--- src/rtl/purchase_credit_front_if.sv ---
// Signal bundle between the user/purchase-manager side and purchase_credit_front.
// The front end attaches through the slave modport, and the driving side attaches through the master modport.
interface purchase_credit_front_if;
   logic       coin_valid;
   logic [1:0] coin_type;
   logic       buy_req;
   logic [1:0] product_sel;
   logic       refund_req;
   logic       apple;
   logic       banana;
   logic       carrot;
   logic       date;
   logic       error;
   logic       buy;
   logic [1:0] product;
   logic [7:0] credit;
   logic       coin_reject;
   logic       refund_valid;
   logic [7:0] refund_amount;
   logic       vend_done;
   logic       vend_fail;

   modport master (
      output coin_valid, coin_type, buy_req, product_sel, refund_req,
             apple, banana, carrot, date, error,
      input  buy, product, credit, coin_reject, refund_valid, refund_amount,
             vend_done, vend_fail
   );

   modport slave (
      input  coin_valid, coin_type, buy_req, product_sel, refund_req,
             apple, banana, carrot, date, error,
      output buy, product, credit, coin_reject, refund_valid, refund_amount,
             vend_done, vend_fail
   );
endinterface

--- src/rtl/purchase_credit_front.sv ---
// Coin/credit front end of the purchase manager: accumulates credit, issues buy requests,
// checks the vend result lines and deducts the price, and handles refunds.
module purchase_credit_front #(
   parameter int COIN0_VAL    = 5,
   parameter int COIN1_VAL    = 10,
   parameter int COIN2_VAL    = 25,
   parameter int COIN3_VAL    = 50,
   parameter int PRICE_APPLE  = 75,
   parameter int PRICE_BANANA = 20,
   parameter int PRICE_CARROT = 30,
   parameter int PRICE_DATE   = 40,
   parameter int TIMEOUT      = 8
) (
   input logic                    clk,
   input logic                    reset,
   purchase_credit_front_if.slave bus
);

   localparam int CNT_W = $clog2(TIMEOUT + 1);

   typedef enum logic [1:0] {
      S_IDLE,
      S_WAIT,
      S_RELEASE
   } state_t;

   state_t     r_state;
   logic [CNT_W-1:0] r_timer;
   logic       r_buy;
   logic [1:0] r_product;
   logic [7:0] r_credit;
   logic       r_coin_reject;
   logic       r_refund_valid;
   logic [7:0] r_refund_amount;
   logic       r_vend_done;
   logic       r_vend_fail;

   logic [7:0] w_coin_val;
   logic [8:0] w_sum;
   logic       w_coin_fits;
   logic [7:0] w_price;
   logic [3:0] w_vend;
   logic       w_result;
   logic       w_good;

   // NOTE: every signal gets a default before the case so no latch is inferred.
   always_comb begin
      w_coin_val = 8'(COIN0_VAL);
      unique case (bus.coin_type)
         2'b00: w_coin_val = 8'(COIN0_VAL);
         2'b01: w_coin_val = 8'(COIN1_VAL);
         2'b10: w_coin_val = 8'(COIN2_VAL);
         2'b11: w_coin_val = 8'(COIN3_VAL);
      endcase
      w_price = 8'(PRICE_APPLE);
      unique case (r_product)
         2'b00: w_price = 8'(PRICE_APPLE);
         2'b01: w_price = 8'(PRICE_BANANA);
         2'b10: w_price = 8'(PRICE_CARROT);
         2'b11: w_price = 8'(PRICE_DATE);
      endcase
      // Sum is one bit wider so an overflowing coin is rejected rather than wrapped.
      w_sum       = {1'b0, r_credit} + {1'b0, w_coin_val};
      w_coin_fits = ~w_sum[8];
      w_vend      = {bus.date, bus.carrot, bus.banana, bus.apple};
      w_result    = (|w_vend) | bus.error;
      w_good      = !bus.error && (w_vend == (4'b0001 << r_product)) && (r_credit >= w_price);
   end

   // NOTE: sequential state uses non-blocking assignments only; reset is sampled on the clock edge.
   always_ff @(posedge clk) begin
      if (!reset) begin
         r_state         <= S_IDLE;
         r_timer         <= '0;
         r_buy           <= 1'b0;
         r_product       <= 2'b00;
         r_credit        <= 8'd0;
         r_coin_reject   <= 1'b0;
         r_refund_valid  <= 1'b0;
         r_refund_amount <= 8'd0;
         r_vend_done     <= 1'b0;
         r_vend_fail     <= 1'b0;
      end else begin
         r_coin_reject  <= 1'b0;
         r_refund_valid <= 1'b0;
         r_vend_done    <= 1'b0;
         r_vend_fail    <= 1'b0;

         unique case (r_state)
            S_IDLE: begin
               if (bus.refund_req) begin
                  r_refund_amount <= r_credit;
                  r_refund_valid  <= 1'b1;
                  r_credit        <= 8'd0;
                  r_coin_reject   <= bus.coin_valid;
               end else begin
                  if (bus.buy_req) begin
                     r_product <= bus.product_sel;
                     r_buy     <= 1'b1;
                     r_timer   <= '0;
                     r_state   <= S_WAIT;
                  end
                  if (bus.coin_valid) begin
                     if (w_coin_fits) r_credit <= w_sum[7:0];
                     else             r_coin_reject <= 1'b1;
                  end
               end
            end

            S_WAIT: begin
               r_coin_reject <= bus.coin_valid;
               if (w_result) begin
                  if (w_good) begin
                     r_credit    <= r_credit - w_price;
                     r_vend_done <= 1'b1;
                  end else begin
                     r_vend_fail <= 1'b1;
                  end
                  r_buy   <= 1'b0;
                  r_state <= S_RELEASE;
               end else if (r_timer == CNT_W'(TIMEOUT - 1)) begin
                  r_vend_fail <= 1'b1;
                  r_buy       <= 1'b0;
                  r_state     <= S_RELEASE;
               end else begin
                  r_timer <= r_timer + 1'b1;
               end
            end

            S_RELEASE: begin
               // Wait for the button to drop so a held buy_req cannot start a second purchase.
               if (bus.coin_valid) begin
                  if (w_coin_fits) r_credit <= w_sum[7:0];
                  else             r_coin_reject <= 1'b1;
               end
               if (!bus.buy_req) r_state <= S_IDLE;
            end

            default: r_state <= S_IDLE;
         endcase
      end
   end

   assign bus.buy           = r_buy;
   assign bus.product       = r_product;
   assign bus.credit        = r_credit;
   assign bus.coin_reject   = r_coin_reject;
   assign bus.refund_valid  = r_refund_valid;
   assign bus.refund_amount = r_refund_amount;
   assign bus.vend_done     = r_vend_done;
   assign bus.vend_fail     = r_vend_fail;

endmodule

--- src/flat_wrapper.sv ---
// flat-port wrapper written by rule: the top's interface ports become plain ports
module purchase_credit_front_flat 
#(
   parameter int COIN0_VAL    = 5,
   parameter int COIN1_VAL    = 10,
   parameter int COIN2_VAL    = 25,
   parameter int COIN3_VAL    = 50,
   parameter int PRICE_APPLE  = 75,
   parameter int PRICE_BANANA = 20,
   parameter int PRICE_CARROT = 30,
   parameter int PRICE_DATE   = 40,
   parameter int TIMEOUT      = 8
)
  (clk, reset, bus_coin_valid, bus_coin_type, bus_buy_req, bus_product_sel, bus_refund_req, bus_apple, bus_banana, bus_carrot, bus_date, bus_error, bus_buy, bus_product, bus_credit, bus_coin_reject, bus_refund_valid, bus_refund_amount, bus_vend_done, bus_vend_fail);
  purchase_credit_front_if bus_i ();
  input logic clk;
  input logic reset;
  input wire logic [$bits(bus_i.coin_valid)-1:0] bus_coin_valid;
  input wire logic [$bits(bus_i.coin_type)-1:0] bus_coin_type;
  input wire logic [$bits(bus_i.buy_req)-1:0] bus_buy_req;
  input wire logic [$bits(bus_i.product_sel)-1:0] bus_product_sel;
  input wire logic [$bits(bus_i.refund_req)-1:0] bus_refund_req;
  input wire logic [$bits(bus_i.apple)-1:0] bus_apple;
  input wire logic [$bits(bus_i.banana)-1:0] bus_banana;
  input wire logic [$bits(bus_i.carrot)-1:0] bus_carrot;
  input wire logic [$bits(bus_i.date)-1:0] bus_date;
  input wire logic [$bits(bus_i.error)-1:0] bus_error;
  output wire logic [$bits(bus_i.buy)-1:0] bus_buy;
  output wire logic [$bits(bus_i.product)-1:0] bus_product;
  output wire logic [$bits(bus_i.credit)-1:0] bus_credit;
  output wire logic [$bits(bus_i.coin_reject)-1:0] bus_coin_reject;
  output wire logic [$bits(bus_i.refund_valid)-1:0] bus_refund_valid;
  output wire logic [$bits(bus_i.refund_amount)-1:0] bus_refund_amount;
  output wire logic [$bits(bus_i.vend_done)-1:0] bus_vend_done;
  output wire logic [$bits(bus_i.vend_fail)-1:0] bus_vend_fail;
  assign bus_i.coin_valid = bus_coin_valid;
  assign bus_i.coin_type = bus_coin_type;
  assign bus_i.buy_req = bus_buy_req;
  assign bus_i.product_sel = bus_product_sel;
  assign bus_i.refund_req = bus_refund_req;
  assign bus_i.apple = bus_apple;
  assign bus_i.banana = bus_banana;
  assign bus_i.carrot = bus_carrot;
  assign bus_i.date = bus_date;
  assign bus_i.error = bus_error;
  assign bus_buy = bus_i.buy;
  assign bus_product = bus_i.product;
  assign bus_credit = bus_i.credit;
  assign bus_coin_reject = bus_i.coin_reject;
  assign bus_refund_valid = bus_i.refund_valid;
  assign bus_refund_amount = bus_i.refund_amount;
  assign bus_vend_done = bus_i.vend_done;
  assign bus_vend_fail = bus_i.vend_fail;
  purchase_credit_front #(.COIN0_VAL(COIN0_VAL), .COIN1_VAL(COIN1_VAL), .COIN2_VAL(COIN2_VAL), .COIN3_VAL(COIN3_VAL), .PRICE_APPLE(PRICE_APPLE), .PRICE_BANANA(PRICE_BANANA), .PRICE_CARROT(PRICE_CARROT), .PRICE_DATE(PRICE_DATE), .TIMEOUT(TIMEOUT)) u_core (.clk(clk), .reset(reset), .bus(bus_i));
endmodule
--- config.mk ---
export PLATFORM = sky130hd
export DESIGN_NAME = purchase_credit_front_flat
export DESIGN_NICKNAME = d
export VERILOG_FILES = /design/src/rtl/purchase_credit_front_if.sv /design/src/rtl/purchase_credit_front.sv /design/src/flat_wrapper.sv
export SDC_FILE = /design/constraint.sdc
export NUM_CORES = 1
export LEC_CHECK = 0
export CORE_UTILIZATION = 45
export CTS_BUF_LIST = sky130_fd_sc_hd__clkbuf_4 sky130_fd_sc_hd__clkbuf_8
export CTS_CLUSTER_SIZE = 14
export DETAILED_ROUTE_END_ITERATION = 16
export GPL_ROUTABILITY_DRIVEN = 1
export GPL_TIMING_DRIVEN = 0
export HOLD_SLACK_MARGIN = 0.02
export PLACE_DENSITY = 0.74
export SKIP_LAST_GASP = 1
export SYNTH_ARGS = -nofsm -noshare
export SYNTH_HDL_FRONTEND = slang
export SYNTH_SLANG_ARGS = --single-unit
--- constraint.sdc ---
create_clock -name clk -period 6.75 [get_ports clk]
set_clock_uncertainty 0.15 [all_clocks]
set_input_delay 1.6875 -clock clk [delete_from_list [all_inputs] [get_ports clk]]
set_output_delay 1.6875 -clock clk [all_outputs]
set_load 0.01 [all_outputs]
Word-level counts from Yosys, hierarchy flattened

Index checks and enable logic that the tools add are counted.

Register bits: 29
Input port bits: 14
Output and inout bits: 23
Word-level logic and storage cells: 86

$add $sub $neg: 3
Magnitude comparators: 1
Eq/ne operators: 18
Shift-type cells: 1
Muxes and demuxes: 33
Bitwise logic cells: 2
Reduce and logical (&&, ||, !) cells: 18

Operator list:

| operator                                      | number |
|---|---|
| one-hot mux 8 bit (4 select lines)            | 2 |
| 2-to-1 mux 8 bit                              | 5 |
| one-hot mux 8 bit (3 select lines)            | 1 |
| 2-to-1 mux 4 bit                              | 4 |
| 2-to-1 mux 1 bit                              | 12 |
| == test 2 bit, second input constant          | 5 |
| 2-to-1 mux 2 bit                              | 5 |
| != test 2 bit, second input constant          | 5 |
| adder 8 x 8 -> 9 bit                          | 1 |
| AND reduction 3 bit                           | 3 |
| greater-or-equal comparator 8 bit             | 1 |
| one-hot mux 4 bit (2 select lines)            | 1 |
| AND reduction 4 bit                           | 2 |
| subtractor 8 bit                              | 1 |
| == test 2 x 1 -> 1 bit, second input constant | 3 |
| logical NOT 2 bit                             | 3 |
| one-hot mux 2 bit (3 select lines)            | 1 |
| AND reduction 2 bit                           | 3 |
| AND reduction 5 bit                           | 1 |
| adder 4 x 1 -> 4 bit, second input constant   | 1 |
| == test 4 x 3 -> 1 bit, second input constant | 1 |
| == test 4 bit                                 | 1 |
| != test 2 x 1 -> 1 bit, second input constant | 2 |
| OR reduction 4 bit                            | 1 |
| other kinds (10)                              | 11 |

Depth between registers and ports, before layout

Gate-level depths: netlist of the first run.

Word-level depth: 7
Depth in mapped cells: 11

Least setup slack after synthesis of the first run

Ideal clock, no wire load.

Path type: in2reg
From: input port bus_coin_type[0]
To: register u_core.r_credit[3] (netlist: u_core.bus.credit[3])
Setup time: 0.119 ns
Arrival: 4.206 ns
Required time: 6.481 ns
Setup slack: 2.274 ns
Cell stages on the path: 11
Path buffers: 0
Path through: inv_1 ha_1 or2_2 ha_1 fa_1 a21o_1 a221o_2 a31o_4 mux2_4 a22oi_2 a21oi_1

Longest elaborated chain between the ends: 7

RTL lines:

| what                                        | RTL line                                                   | source |
|---|---|---|
| start: declaration                          | flat_wrapper.sv:19                                         | `input wire logic [$bits(bus_i.coin_type)-1:0] bus_coin_type;` |
| == test 2 bit, or another cell as far along | purchase_credit_front.sv:49                                | `unique case (bus.coin_type)` |
| one-hot mux 8 bit (4 select lines) (*)      | purchase_credit_front.sv:49                                |  |
| adder 8 x 8 -> 9 bit (*)                    | purchase_credit_front.sv:63                                | `w_sum = {1'b0, r_credit} + {1'b0, w_coin_val};` |
| 2-to-1 mux 8 bit (*)                        | purchase_credit_front.sv:104, purchase_credit_front.sv:133 |  |
| 2-to-1 mux 8 bit (*)                        | purchase_credit_front.sv:103                               | `if (bus.coin_valid) begin` |
| 2-to-1 mux 8 bit                            | purchase_credit_front.sv:91                                | `if (bus.refund_req) begin` |
| one-hot mux 8 bit (3 select lines) (*)      | purchase_credit_front.sv:89                                | `unique case (r_state)` |
| end signal: assignment                      | purchase_credit_front.sv:104                               | `if (w_coin_fits) r_credit <= w_sum[7:0];` |
| end signal: assignment                      | purchase_credit_front.sv:114                               | `r_credit <= r_credit - w_price;` |
| end signal: assignment                      | purchase_credit_front.sv:133                               | `if (w_coin_fits) r_credit <= w_sum[7:0];` |
| end: declaration                            | purchase_credit_front.sv:31                                | `logic [7:0] r_credit;` |

Every way passes the cells marked *; elsewhere a longest branch is shown, timed or not. The select of a mux whose other input is x is not followed.
A chain may end at the register's enable or synchronous reset.

Worst setup path after layout of the first run

Ends and elaborated chain as after synthesis.

==> results of run 1 <==
[routing by layer]
| metal | global-route usage, % | vias up |
|---|---|---|
| li1 | - | 1060 |
| met1 | 29.0 | 985 |
| met2 | 37.4 | 41 |
| met3 | 4.78 | 6 |
| met4 | 5.45 | 0 |
| met5 | 0 | - |
[worst max-delay path, stage by stage]
cell and delay (ns):
clkdlybuf4s50_1 0.54, inv_1 0.08, ha_1 0.23, or2_2 0.30, ha_1 0.22, fa_1 0.43, a21o_1 0.20, a221o_2 0.40
a31o_4 0.29, mux2_4 0.31, a22oi_2 0.17, a21oi_1 0.08
[worst paths after layout]
check                                                               from                                  endpoint  cells after the start
worst max register to register        u_core.bus.product[0]$_SDFFE_PN0P_         u_core.bus.credit[2]$_SDFFE_PN0P_                     10
worst min-delay path            u_core.bus.refund_amount[0]$_SDFFE_PN0P_  u_core.bus.refund_amount[0]$_SDFFE_PN0P_                      2
worst max-delay path                                    bus_coin_type[0]         u_core.bus.credit[3]$_SDFFE_PN0P_                     12
worst min register to register  u_core.bus.refund_amount[0]$_SDFFE_PN0P_  u_core.bus.refund_amount[0]$_SDFFE_PN0P_                      2
[power by group]
part / internal, mW / switching [mW]
Combinational: 0.0718 / 0.0828
Clock: 0.147 / 0.0672
Sequential: 0.180 / 0.0122
[cell families after synthesis]
| kind of cell | after synthesis |
|---|---|
| AOI/OAI and AO/OA | 73 |
| xor gates and xnor gates | 13 |
| adders and majority gates | 29 |
| buffers and inverters | 25 |
| DFF | 29 |
| muxes | 4 |
| and+or+nand+nor | 98 |
[sequential cells by signal (all words and copies together), names as in the netlist]
| name | flops |
|---|---|
| u_core.bus.product | 2 |
| u_core.bus.refund_valid | 1 |
| u_core.bus.vend_fail | 1 |
| u_core.bus.credit | 8 |
| u_core.bus.buy | 1 |
| u_core.bus.coin_reject | 1 |
| u_core.r_state | 2 |
| u_core.r_timer | 4 |
| u_core.bus.vend_done | 1 |
| u_core.bus.refund_amount | 8 |
[cell usage after synthesis, types with 2 or more instances]
master / number / area [um^2]
nor2_1: 23 / 86.3
a21o_1: 5 / 37.5
xnor2_1: 6 / 52.6
and4b_1: 2 / 20.0
nor4_1: 2 / 12.5
dfxtp_1: 29 / 581
a21oi_1: 29 / 145
a22oi_1: 2 / 15.0
xor2_1: 7 / 61.3
o22ai_1: 3 / 18.8
nand2b_1: 5 / 31.3
fa_1: 2 / 40.0
o21ai_0: 10 / 50.1
nand2_1: 32 / 120
nand4_1: 4 / 25.0
a41o_1: 2 / 20.0
and3_1: 2 / 12.5
inv_1: 18 / 67.6
ha_1: 27 / 338
clkbuf_1: 6 / 22.5
o31ai_1: 3 / 22.5
a211oi_1: 7 / 52.6
or4_1: 2 / 15.0
and2_1: 4 / 25.0
nand3b_1: 2 / 15.0
nand3_1: 12 / 60.1
mux2i_1: 3 / 30.0
or2_2: 3 / 18.8
[layout make-up]
class / count / area, um^2 / share of cell area (%)
multi-input combinational: 217 / 1500 / 54.8
sequential: 29 / 581 / 21.2
timing repair buffer: 36 / 360 / 13.2
clock buffer: 5 / 68.8 / 2.51
inverter: 18 / 67.6 / 2.47
clock inverter: 3 / 65.1 / 2.38
tap: 52 / 65.1 / 2.38
buffer: 7 / 30.0 / 1.10
[metrics by stage]
stage          setup slack, ns  area (um^2)  std cells  total power, mW
3_3_place_gp              1.57         2610        359            0.346
6_report                  1.83         2740        367            0.561
3_5_place_dp              1.55         2610        359            0.349
4_1_cts                   1.84         2740        367            0.565
2_1_floorplan             2.27         2180        271            0.296
5_1_grt                   1.70         2740        367            0.590
==> results.cfg, run 1 <==
[status]
status = completed

[grt]
grt_pass1_wl_um = 9010
grt_pass1_vias = 1942
grtUsageTotal_pct = 22.2
antenna_found_initial = 0
overflow = 0
grt_max_degree = 11

[synth]
synth-compound-area-share_pct = 22.3
synth-simple-area-share_pct = 22.0
synth_fp_nets = 314
ys.flop_type = dfxtp_1
synth-seq-cells = 29
avgSynthCellArea_um2 = 8.04
synth-edff-count = 0
synth.cell_area_mm2 = 0.00218
synth_mux_area_share_pct = 2.07
ys_warn_count = 0
synth_xor_xnor_area_share_pct = 5.22
synth-async-reset-ratio_pct = 0
yosysSeqAreaShare_pct = 26.6
synth_cells = 271
synth_top_family_by_area = compound AO/OA/AOI/OAI gates
synth_cell_types = 47
synthAdderAreaFrac_pct = 17.3

[route]
drt-pass1-iter-count = 4
wl_met1_um = 2510
ant_nets = 0
wire_per_inst_um = 14.5
drt_iter0_markers = 162
via_per_inst = 5.70
routed_wl_um = 5310
wl_met3_um = 205
via_count = 2092
wl_met2_um = 2560
top_layer = met4
drc = 0

[setup_path]
crit_fanout = 7
worst_setup_path_start_kind = input port
worst_ep_required_time_ns = 6.77
end_kind = flip-flop
critical_path_class = input port to flip-flop
ff2ff_setup_slack_ns = 3.54
cp_data_arrival_time_ns = 4.94

[timing]
fin_setup_tns_ns = 0
fin_crit_sh_pct = 72.9
maxSlewViolCount = 0
tightest_slew_ns = 0.527
max_freq_mhz = 203
hold_violations = 0
setup_viol = 0
rsz0062_at_grt = false
post-route-min-period_ns = 4.92
hold_slack_ns = 0.302
slew_headroom_pct = 64.9

[final_layout]
diodes = 0
areaGrowthSynthToFinish_pct = 25.7
fin_util_pct = 60.8
layout_commonest_cell = clkdlybuf4s50_1
nets = 357
fillers = 424
final_cell_mix = 36 x clkdlybuf4s50_1, 32 x nand2_1, 29 x a21oi_1, 29 x dfxtp_1, 27 x ha_1
drive_above_1_share_pct = 6.35

[floorplan]
die_w_um = 71.6
ios = 37
core_mm2 = 0.00450
die_h_um = 71.6
start_util_pct = 48.4
die_area_mm2 = 0.00513
rows = 24

[clock_tree]
h-tree-depth = 2
clk_pin_slew_ns = 0.06
clk_path_buf_depth = 2
cts.repair.resized = 0
clk_latency_ns = 0.28
cts_tree = done
cts-root-buf = clkbuf_8
holdBufCountCts = 0
cts_sinks = 29
cts_setup_buffers = 0
numCtsBuffers = 5

[power]
peakVddDrop_v = 0.000140
power.density_mw_per_mm2 = 205
p_leak_nw = 1.15

[placed_design]
io_buffers = 36
post-dp-hpwl_um = 4130
gp_congestion = 0.944

[worst_hold_path]
hp-class = flip-flop to flip-flop

[job]
drv_cap = 0
Power figures use the tool's default switching activity.
==> inputs of run 2 (changes only) <==
- clock period: 6.75 -> 5 ns (I/O delays scaled with it)
==> results of run 2 <==
Same layout as run 1 (identical final DEF). Status: completed.
Main changes from that run: setup slack after placement 1.55 ns -> 0.236 ns; setup slack after layout 1.83 ns -> 0.518 ns; register-to-register setup slack 3.54 ns -> 1.79 ns; total power 0.561 mW -> 0.757 mW; worst IR drop on VDD 0.000140 V -> 0.000189 V
==> inputs of run 3 (changes only) <==
- HOLD_SLACK_MARGIN: 0.02 -> unset
- SKIP_LAST_GASP: 1 -> unset
==> results of run 3 <==
Same layout as run 1 (identical final DEF). Status: completed.
Main changes from that run: setup slack after placement 1.55 ns -> 0.236 ns; setup slack after layout 1.83 ns -> 0.518 ns; register-to-register setup slack 3.54 ns -> 1.79 ns; total power 0.561 mW -> 0.757 mW; worst IR drop on VDD 0.000140 V -> 0.000189 V
